<file path="config.mk">
export PLATFORM = sky130hd
export DESIGN_NAME = control_unit
export DESIGN_NICKNAME = d
export VERILOG_FILES = /design/src/rtl/control_unit.sv
export SDC_FILE = /design/constraint.sdc
export NUM_CORES = 1
export LEC_CHECK = 0
export CORE_MARGIN = 2
export CORE_UTILIZATION = 29
export DETAILED_ROUTE_END_ITERATION = 10
export GPL_ROUTABILITY_DRIVEN = 1
export PLACE_DENSITY = 0.78
export SYNTH_ARGS = -nofsm -noshare
export SYNTH_HDL_FRONTEND = slang
export SYNTH_SLANG_ARGS = --single-unit
</file>
<file path="constraint.sdc">
create_clock -name clk -period 1.9 [get_ports clk]
set_input_delay 0.57 -clock clk [delete_from_list [all_inputs] [get_ports clk]]
set_output_delay 0.57 -clock clk [all_outputs]
set_load 0.01 [all_outputs]
</file>
<file path="src/rtl/control_unit.sv">
// control_unit: fetch/decode/execute sequencer for the processor datapath.
// Moore machine; every output is a decode of the registered state, and the address
// fields are taken from the instruction register contents.
// Optional build macro: CU_SINGLE_STEP_EN adds a `step` input and an IDLE state
// that waits for step=1 before each fetch.
//
// state  | code | meaning
// INIT   |  0   | PC cleared, all enables low
// FETCH  |  1   | load IR from ROM, advance PC
// DECODE |  2   | choose execute state from opcode
// LOAD_A |  3   | present data-memory address (RAM read latency)
// LOAD_B |  4   | write memory data into register file
// STORE  |  5   | write register A into data memory
// ADD    |  6   | RF[w] = RF[a] + RF[b]
// SUB    |  7   | RF[w] = RF[a] - RF[b]
// NOOP   |  8   | no operation (also illegal opcodes)
// HALT   |  9   | parked until reset
// IDLE   | 10   | single-step wait (only with CU_SINGLE_STEP_EN)

module control_unit #(
    parameter int OP_W    = 4,
    parameter int DADDR_W = 8,
    parameter int RADDR_W = 4,
    parameter int IR_W    = 16
) (
    input  logic               clk,
    input  logic               clear_n,
`ifdef CU_SINGLE_STEP_EN
    input  logic               step,
`endif
    input  logic [IR_W-1:0]    ir,
    output logic               pc_clr,
    output logic               pc_up,
    output logic               ir_ld,
    output logic [DADDR_W-1:0] d_addr,
    output logic               d_wr,
    output logic               rf_s,
    output logic [RADDR_W-1:0] rf_w_addr,
    output logic               rf_w_en,
    output logic [RADDR_W-1:0] rf_ra_addr,
    output logic [RADDR_W-1:0] rf_rb_addr,
    output logic [2:0]         alu_s,
    output logic [3:0]         state_out
);

    typedef enum logic [3:0] {
        S_INIT   = 4'd0,
        S_FETCH  = 4'd1,
        S_DECODE = 4'd2,
        S_LOAD_A = 4'd3,
        S_LOAD_B = 4'd4,
        S_STORE  = 4'd5,
        S_ADD    = 4'd6,
        S_SUB    = 4'd7,
        S_NOOP   = 4'd8,
        S_HALT   = 4'd9,
        S_IDLE   = 4'd10
    } state_t;

    localparam logic [OP_W-1:0] OP_NOOP  = OP_W'(0);
    localparam logic [OP_W-1:0] OP_STORE = OP_W'(1);
    localparam logic [OP_W-1:0] OP_LOAD  = OP_W'(2);
    localparam logic [OP_W-1:0] OP_ADD   = OP_W'(3);
    localparam logic [OP_W-1:0] OP_SUB   = OP_W'(4);
    localparam logic [OP_W-1:0] OP_HALT  = OP_W'(5);

    localparam logic [2:0] ALU_PASS = 3'b000;
    localparam logic [2:0] ALU_ADD  = 3'b001;
    localparam logic [2:0] ALU_SUB  = 3'b010;

    // Instruction fields: opcode in the top bits, then two layouts below it.
    logic [OP_W-1:0]    op;
    logic [DADDR_W-1:0] f_load_addr;
    logic [DADDR_W-1:0] f_store_addr;
    logic [RADDR_W-1:0] f_ra;
    logic [RADDR_W-1:0] f_rb;
    logic [RADDR_W-1:0] f_rw;

    assign op           = ir[IR_W-1 -: OP_W];
    assign f_load_addr  = ir[IR_W-OP_W-1 -: DADDR_W];
    assign f_store_addr = ir[DADDR_W-1:0];
    assign f_ra         = ir[IR_W-OP_W-1 -: RADDR_W];
    assign f_rb         = ir[IR_W-OP_W-RADDR_W-1 -: RADDR_W];
    assign f_rw         = ir[RADDR_W-1:0];

    state_t state;
    state_t state_nxt;
    state_t after_exec;

    // State register; clear_n is sampled on the clock and overrides every state.
    always_ff @(posedge clk) begin
        if (!clear_n) begin
            state <= S_INIT;
        end else begin
            state <= state_nxt;
        end
    end

    // Next-state logic; ir only steers the machine in DECODE.
    always_comb begin
        state_nxt  = state;
`ifdef CU_SINGLE_STEP_EN
        after_exec = S_IDLE;
`else
        after_exec = S_FETCH;
`endif
        unique case (state)
            S_INIT:   state_nxt = after_exec;
            S_FETCH:  state_nxt = S_DECODE;
            S_DECODE: begin
                unique case (op)
                    OP_NOOP:  state_nxt = S_NOOP;
                    OP_STORE: state_nxt = S_STORE;
                    OP_LOAD:  state_nxt = S_LOAD_A;
                    OP_ADD:   state_nxt = S_ADD;
                    OP_SUB:   state_nxt = S_SUB;
                    OP_HALT:  state_nxt = S_HALT;
                    default:  state_nxt = S_NOOP;
                endcase
            end
            S_LOAD_A: state_nxt = S_LOAD_B;
            S_LOAD_B: state_nxt = after_exec;
            S_STORE:  state_nxt = after_exec;
            S_ADD:    state_nxt = after_exec;
            S_SUB:    state_nxt = after_exec;
            S_NOOP:   state_nxt = after_exec;
            S_HALT:   state_nxt = S_HALT;
`ifdef CU_SINGLE_STEP_EN
            S_IDLE:   state_nxt = step ? S_FETCH : S_IDLE;
`else
            S_IDLE:   state_nxt = S_FETCH;
`endif
            default:  state_nxt = S_INIT;
        endcase
    end

    // Output decode of the current state; unused fields stay at zero.
    always_comb begin
        pc_clr     = 1'b0;
        pc_up      = 1'b0;
        ir_ld      = 1'b0;
        d_addr     = '0;
        d_wr       = 1'b0;
        rf_s       = 1'b0;
        rf_w_addr  = '0;
        rf_w_en    = 1'b0;
        rf_ra_addr = '0;
        rf_rb_addr = '0;
        alu_s      = ALU_PASS;
        unique case (state)
            S_INIT: pc_clr = 1'b1;
            S_FETCH: begin
                ir_ld = 1'b1;
                pc_up = 1'b1;
            end
            S_LOAD_A, S_LOAD_B: begin
                d_addr    = f_load_addr;
                rf_s      = 1'b1;
                rf_w_addr = f_rw;
                rf_w_en   = (state == S_LOAD_B);
            end
            S_STORE: begin
                rf_ra_addr = f_ra;
                d_addr     = f_store_addr;
                d_wr       = 1'b1;
            end
            S_ADD, S_SUB: begin
                rf_ra_addr = f_ra;
                rf_rb_addr = f_rb;
                rf_w_addr  = f_rw;
                rf_w_en    = 1'b1;
                alu_s      = (state == S_ADD) ? ALU_ADD : ALU_SUB;
            end
            default: ;
        endcase
    end

    assign state_out = state;

endmodule
</file>
# Word level (Yosys, flattened, before mapping)
# Index checks and enable logic that the tools add are counted.
[word_totals]
reg_bits = 4
in_bits = 18
output_inout_bits = 33
wordCells = 35
[classes]
n_eq_ne = 15
n_mux = 13
n_reduce_logical = 6
[op_table]
columns = ["cell", "n"]
rows = [
  ["4-bit case mux with 5 select lines", 2],
  ["4-bit by 3-bit equality test with 1-bit output, second input constant", 6],
  ["4-bit by 2-bit equality test with 1-bit output, second input constant", 4],
  ["8-bit case mux with 2 select lines", 1],
  ["4-bit equality test, second input constant", 3],
  ["4-bit two-way mux", 3],
  ["4-bit by 1-bit equality test with 1-bit output, second input constant", 2],
  ["7-bit OR reduction", 1],
  ["4-bit zero test", 1],
  ["1-bit two-way mux", 4],
  ["2-bit two-way mux", 2],
  ["2-bit OR reduction", 2],
  ["4-bit OR reduction", 1],
  ["3-bit OR reduction", 1],
  ["1-bit case mux with 2 select lines", 1],
]

# Logic depth before layout (Yosys ltp)
[depth]
ltp_word = 3
ltp_mapped = 5
ltp_nobuf = 3

# Worst setup path before layout
# Ideal clock, no wire load.
[synth_path]
path_type = "flip-flop to output port"
start = "reg state[2] (netlist: state_out[2])"
end = "out d_addr[0]"
arrival_ps = 1363
t_required_ps = 1330
path_slack_ps = -33
path_stages_with_launch = 5
path_buffers = 1
cell_sequence = "dfxtp_1 -> buf_4 -> or3b_1 -> a21oi_4 -> a22o_2"
[synth_between]
elab_chain_cells = 3
elab_cells_between_ends = 5
classes_between = "eq/ne (3); mux (1); reduce/logical (1)"
[synth_lines]
columns = ["item", "line", "text"]
rows = [
  ["from (decl)", "86", "state_t state;"],
  ["from (signal assigned)", "95", "state <= state_nxt;"],
  ["4-bit by 3-bit equality test with 1-bit output / 4-bit by 2-bit equality test with 1-bit output (equally long branches)", "150", "unique case (state)"],
  ["2-bit OR reduction", "150", ""],
  ["8-bit case mux with 2 select lines (*)", "150", ""],
  ["to (decl)", "35", "output logic [DADDR_W-1:0] d_addr,"],
]
# Mark *: on every way between the ends. The rest lies on a longest branch, timed or not.

# Final worst setup path
[layout_path]
start = "reg state[2] (netlist: state_out[2])"
end = "out d_addr[6]"
# The elaborated chain is that of the path after synthesis.

==> impl_metrics.yaml <==
outcome:
  status: "complete, but fails checks"
  violations: "negative setup slack"
synth:
  synthMuxAreaShare_pct: 0
  syn_nets: 92
  synth_largest_area_cell: "and2_1"
  synth_top_family_by_area: "simple AND/OR/NAND/NOR gates"
  syn_avg_cell_area_um2: 7.29
  yosys.cell_count.top_type: "and2_1"
  async_reset_ff_share_pct: 0
  ys_seq_area_share_pct: 14.8
  synth_xor_area_share_pct: 0
  yosys.area_share.simple_pct: 43.4
  synthesis.area_um2: 539
  synth_commonest_cells: "and2_1, a22o_2"
  ys_ff_latch: 4
  synth.distinct_cells: 32
  yosys-top-cells-area: "and2_1, a22o_2, dfxtp_1, buf_4, a21oi_1"
  syn_inst: 74
  yosys.area_share.adder_pct: 1.86
  ys_warn_count: 0
  synth-compound-area-share_pct: 29.7
  synth-edff-count: 0
  synth_top_area_share_pct: 15.1
  synth_ff_type: "dfxtp_1"
drt:
  first_iter_violations: 11
  drc: 0
  vias: 947
  wl_per_cell_um: 16.8
  ant_nets: 0
  wirelength_um: 3070
  vias_per_cell: 5.17
  drtPass1Iterations: 4
pwr:
  swShare_pct: 35.5
  clock_power_share_pct: 20.9
  p_seq_share_pct: 17.3
  p_total_mw: 0.574
  p_leak_nw: 0.712
  combPwrFrac_pct: 61.8
  power_switching_mw: 0.204
  intPower_mw: 0.370
  power_density_nw_per_um2: 398
  ir_drop_mv: 0.370
place:
  port_buffers: 49
  dpl_cell_area_um2: 1150
  place.gp.congestion: 0.778
  dp_hpwl_um: 1700
grt:
  grtUsageTotal_pct: 26.7
  antenna_found_initial: 0
  grt_pass1_vias: 917
  grt-ovfl-total: 0
  grt_pass1_wl_um: 4000
  grt_max_degree: 9
worst_setup_path:
  cp_slowest_stage_delay_ns: 0.43
  cpLargestDelayFamily: "simple AND/OR/NAND/NOR gates"
  cpMostUsedCell: "buf_6"
  crit_buf_inv: 3
  start_kind: "flop"
  required_ns: 1.33
  cp_max_fo: 4
  critPathSlowestCell: "or3b_4"
  path_cells: "or3b_4 > a21oi_4 > buf_6 > buf_6 > a22o_4 > buf_6"
  crit_path_end_kind: "output port"
  crit_type: "flop to output port"
  arrival_ns: 1.66
timing:
  rsz0062_at_grt: "true"
  fmax_mhz: 449
  timing.final.crit_share_pct: 117
  skew_ns: 0.00853
  tns_ns: -4.11
  hold_viol: 0
  holdWs_ns: 0.649
  slew_viol_final: 0
  finalSetupViolations: 20
  finalWorstSetupSlack_ns: -0.327
  min_period_ns: 2.23
finish:
  area_delta_synth_final_pct: 168
  regArea_um2: 85.1
  multi_input_area_um2: 528
  fin_util_pct: 82.7
  drive_above_1_share_pct: 60.1
  fin_nets: 178
  final_area_um2: 1440
  largest_reg_flops: 4
  num-fill-cells: 96
  antenna_cells: 0
die:
  die_h_um: 47.1
  io_pins: 51
  fp.dieW_um: 47.1
  std_cell_rows: 15
  coreArea_um2: 1750
  start_util_pct: 30.9
  fp.dieArea_um2: 2220
cts:
  clk_path_buf_depth: 2
  ctsHoldBuffers: 0
  root_buffer: "clkbuf_4"
  htreeDepth: 1
  path_clk_slew_ns: 0.05
  cts_tree: "yes"
  clock_latency_ns: 0.26
  cts_buffers: 3
  cts.sinks: 4
min_path:
  hp-class: "flop to flop"
flow_run:
  max_cap_viol_count: 0
timing repair:
item | in CTS | in global routing
resized for setup | 156 | 16
pin swaps | 11 | 2
cloned | 2 | 0
setup buffers | 15 | 6
endpoints found under the setup margin | 28 | 28
per-stage QoR:
stage               worst slack (ns)  instances
finish                        -0.327        183
global route                  -0.361        183
CTS                           -0.292        177
detailed placement            -0.440        158
global placement              -0.424        158
floorplan                     0.0334         74
routing by layer:
layer,routed length (µm),share of wire (%),vias to the layer above,track usage [%]
li1,-,-,429,-
met1,998,33,449,21.1
met2,1700,55,58,53.2
met3,275,9.0,11,8.46
met4,94,3.1,0,18.9
met5,0,0,-,0
area by class of cell:
class,instances,share of cell area (%)
inverters,4,1.04
well taps,25,2.17
repair buffers,86,52.7
flip-flops and latches,4,5.90
clock buffers,3,1.56
multi-input cells,61,36.6
worst paths after layout:
check	start	to	slack [ns]	depth (start not counted)
worst max-delay path	state_out[2]	d_addr[6]	-0.33	6
worst min register to register	state_out[3]	state_out[3]	0.65	3
worst min-delay path	state_out[3]	state_out[3]	0.65	3
worst max register to register	state_out[3]	state_out[0]	0.55	5
logic make-up after synthesis:
| kind of cell | after synthesis |
|---|---|
| buffers and inverters | 10 |
| adders and majority gates | 1 |
| AOI/OAI and AO/OA | 20 |
| DFF | 4 |
| other | 1 |
| and+or+nand+nor | 38 |
cells in the final DEF, fill, tap and decap left out, types with 2 or more instances in the layout:
cell type / n
buf_6: 28
buf_4: 22
clkdlybuf4s50_1: 15
buf_2: 14
and2_1: 9
a22o_4: 7
dlygate4sd2_1: 6
and2_4: 4
clkbuf_4: 4
dfxtp_2: 4
inv_1: 3
nor2_1: 3
a21oi_1: 3
o21ai_0: 3
a21oi_4: 2
or2b_1: 2
nor2_4: 2
nor2b_1: 2
nand3_1: 2
worst register-to-register path, stage by stage (launching register included):
cell,delay (ns)
dfxtp_2,0.34
buf_6,0.15
inv_1,0.07
buf_4,0.15
maj3_1,0.35
a31oi_1,0.19
power groups by stage:
stage | sequential [mW] | clock [mW] | combinational [mW]
6_report | 0.0993 | 0.120 | 0.355
5_1_grt | 0.100 | 0.127 | 0.376
4_1_cts | 0.0977 | 0.116 | 0.311
3_5_place_dp | 0.0977 | 0 | 0.259
3_3_place_gp | 0.0969 | 0 | 0.254
2_1_floorplan | 0.103 | 0 | 0.105
Power figures use the tool's default switching activity.
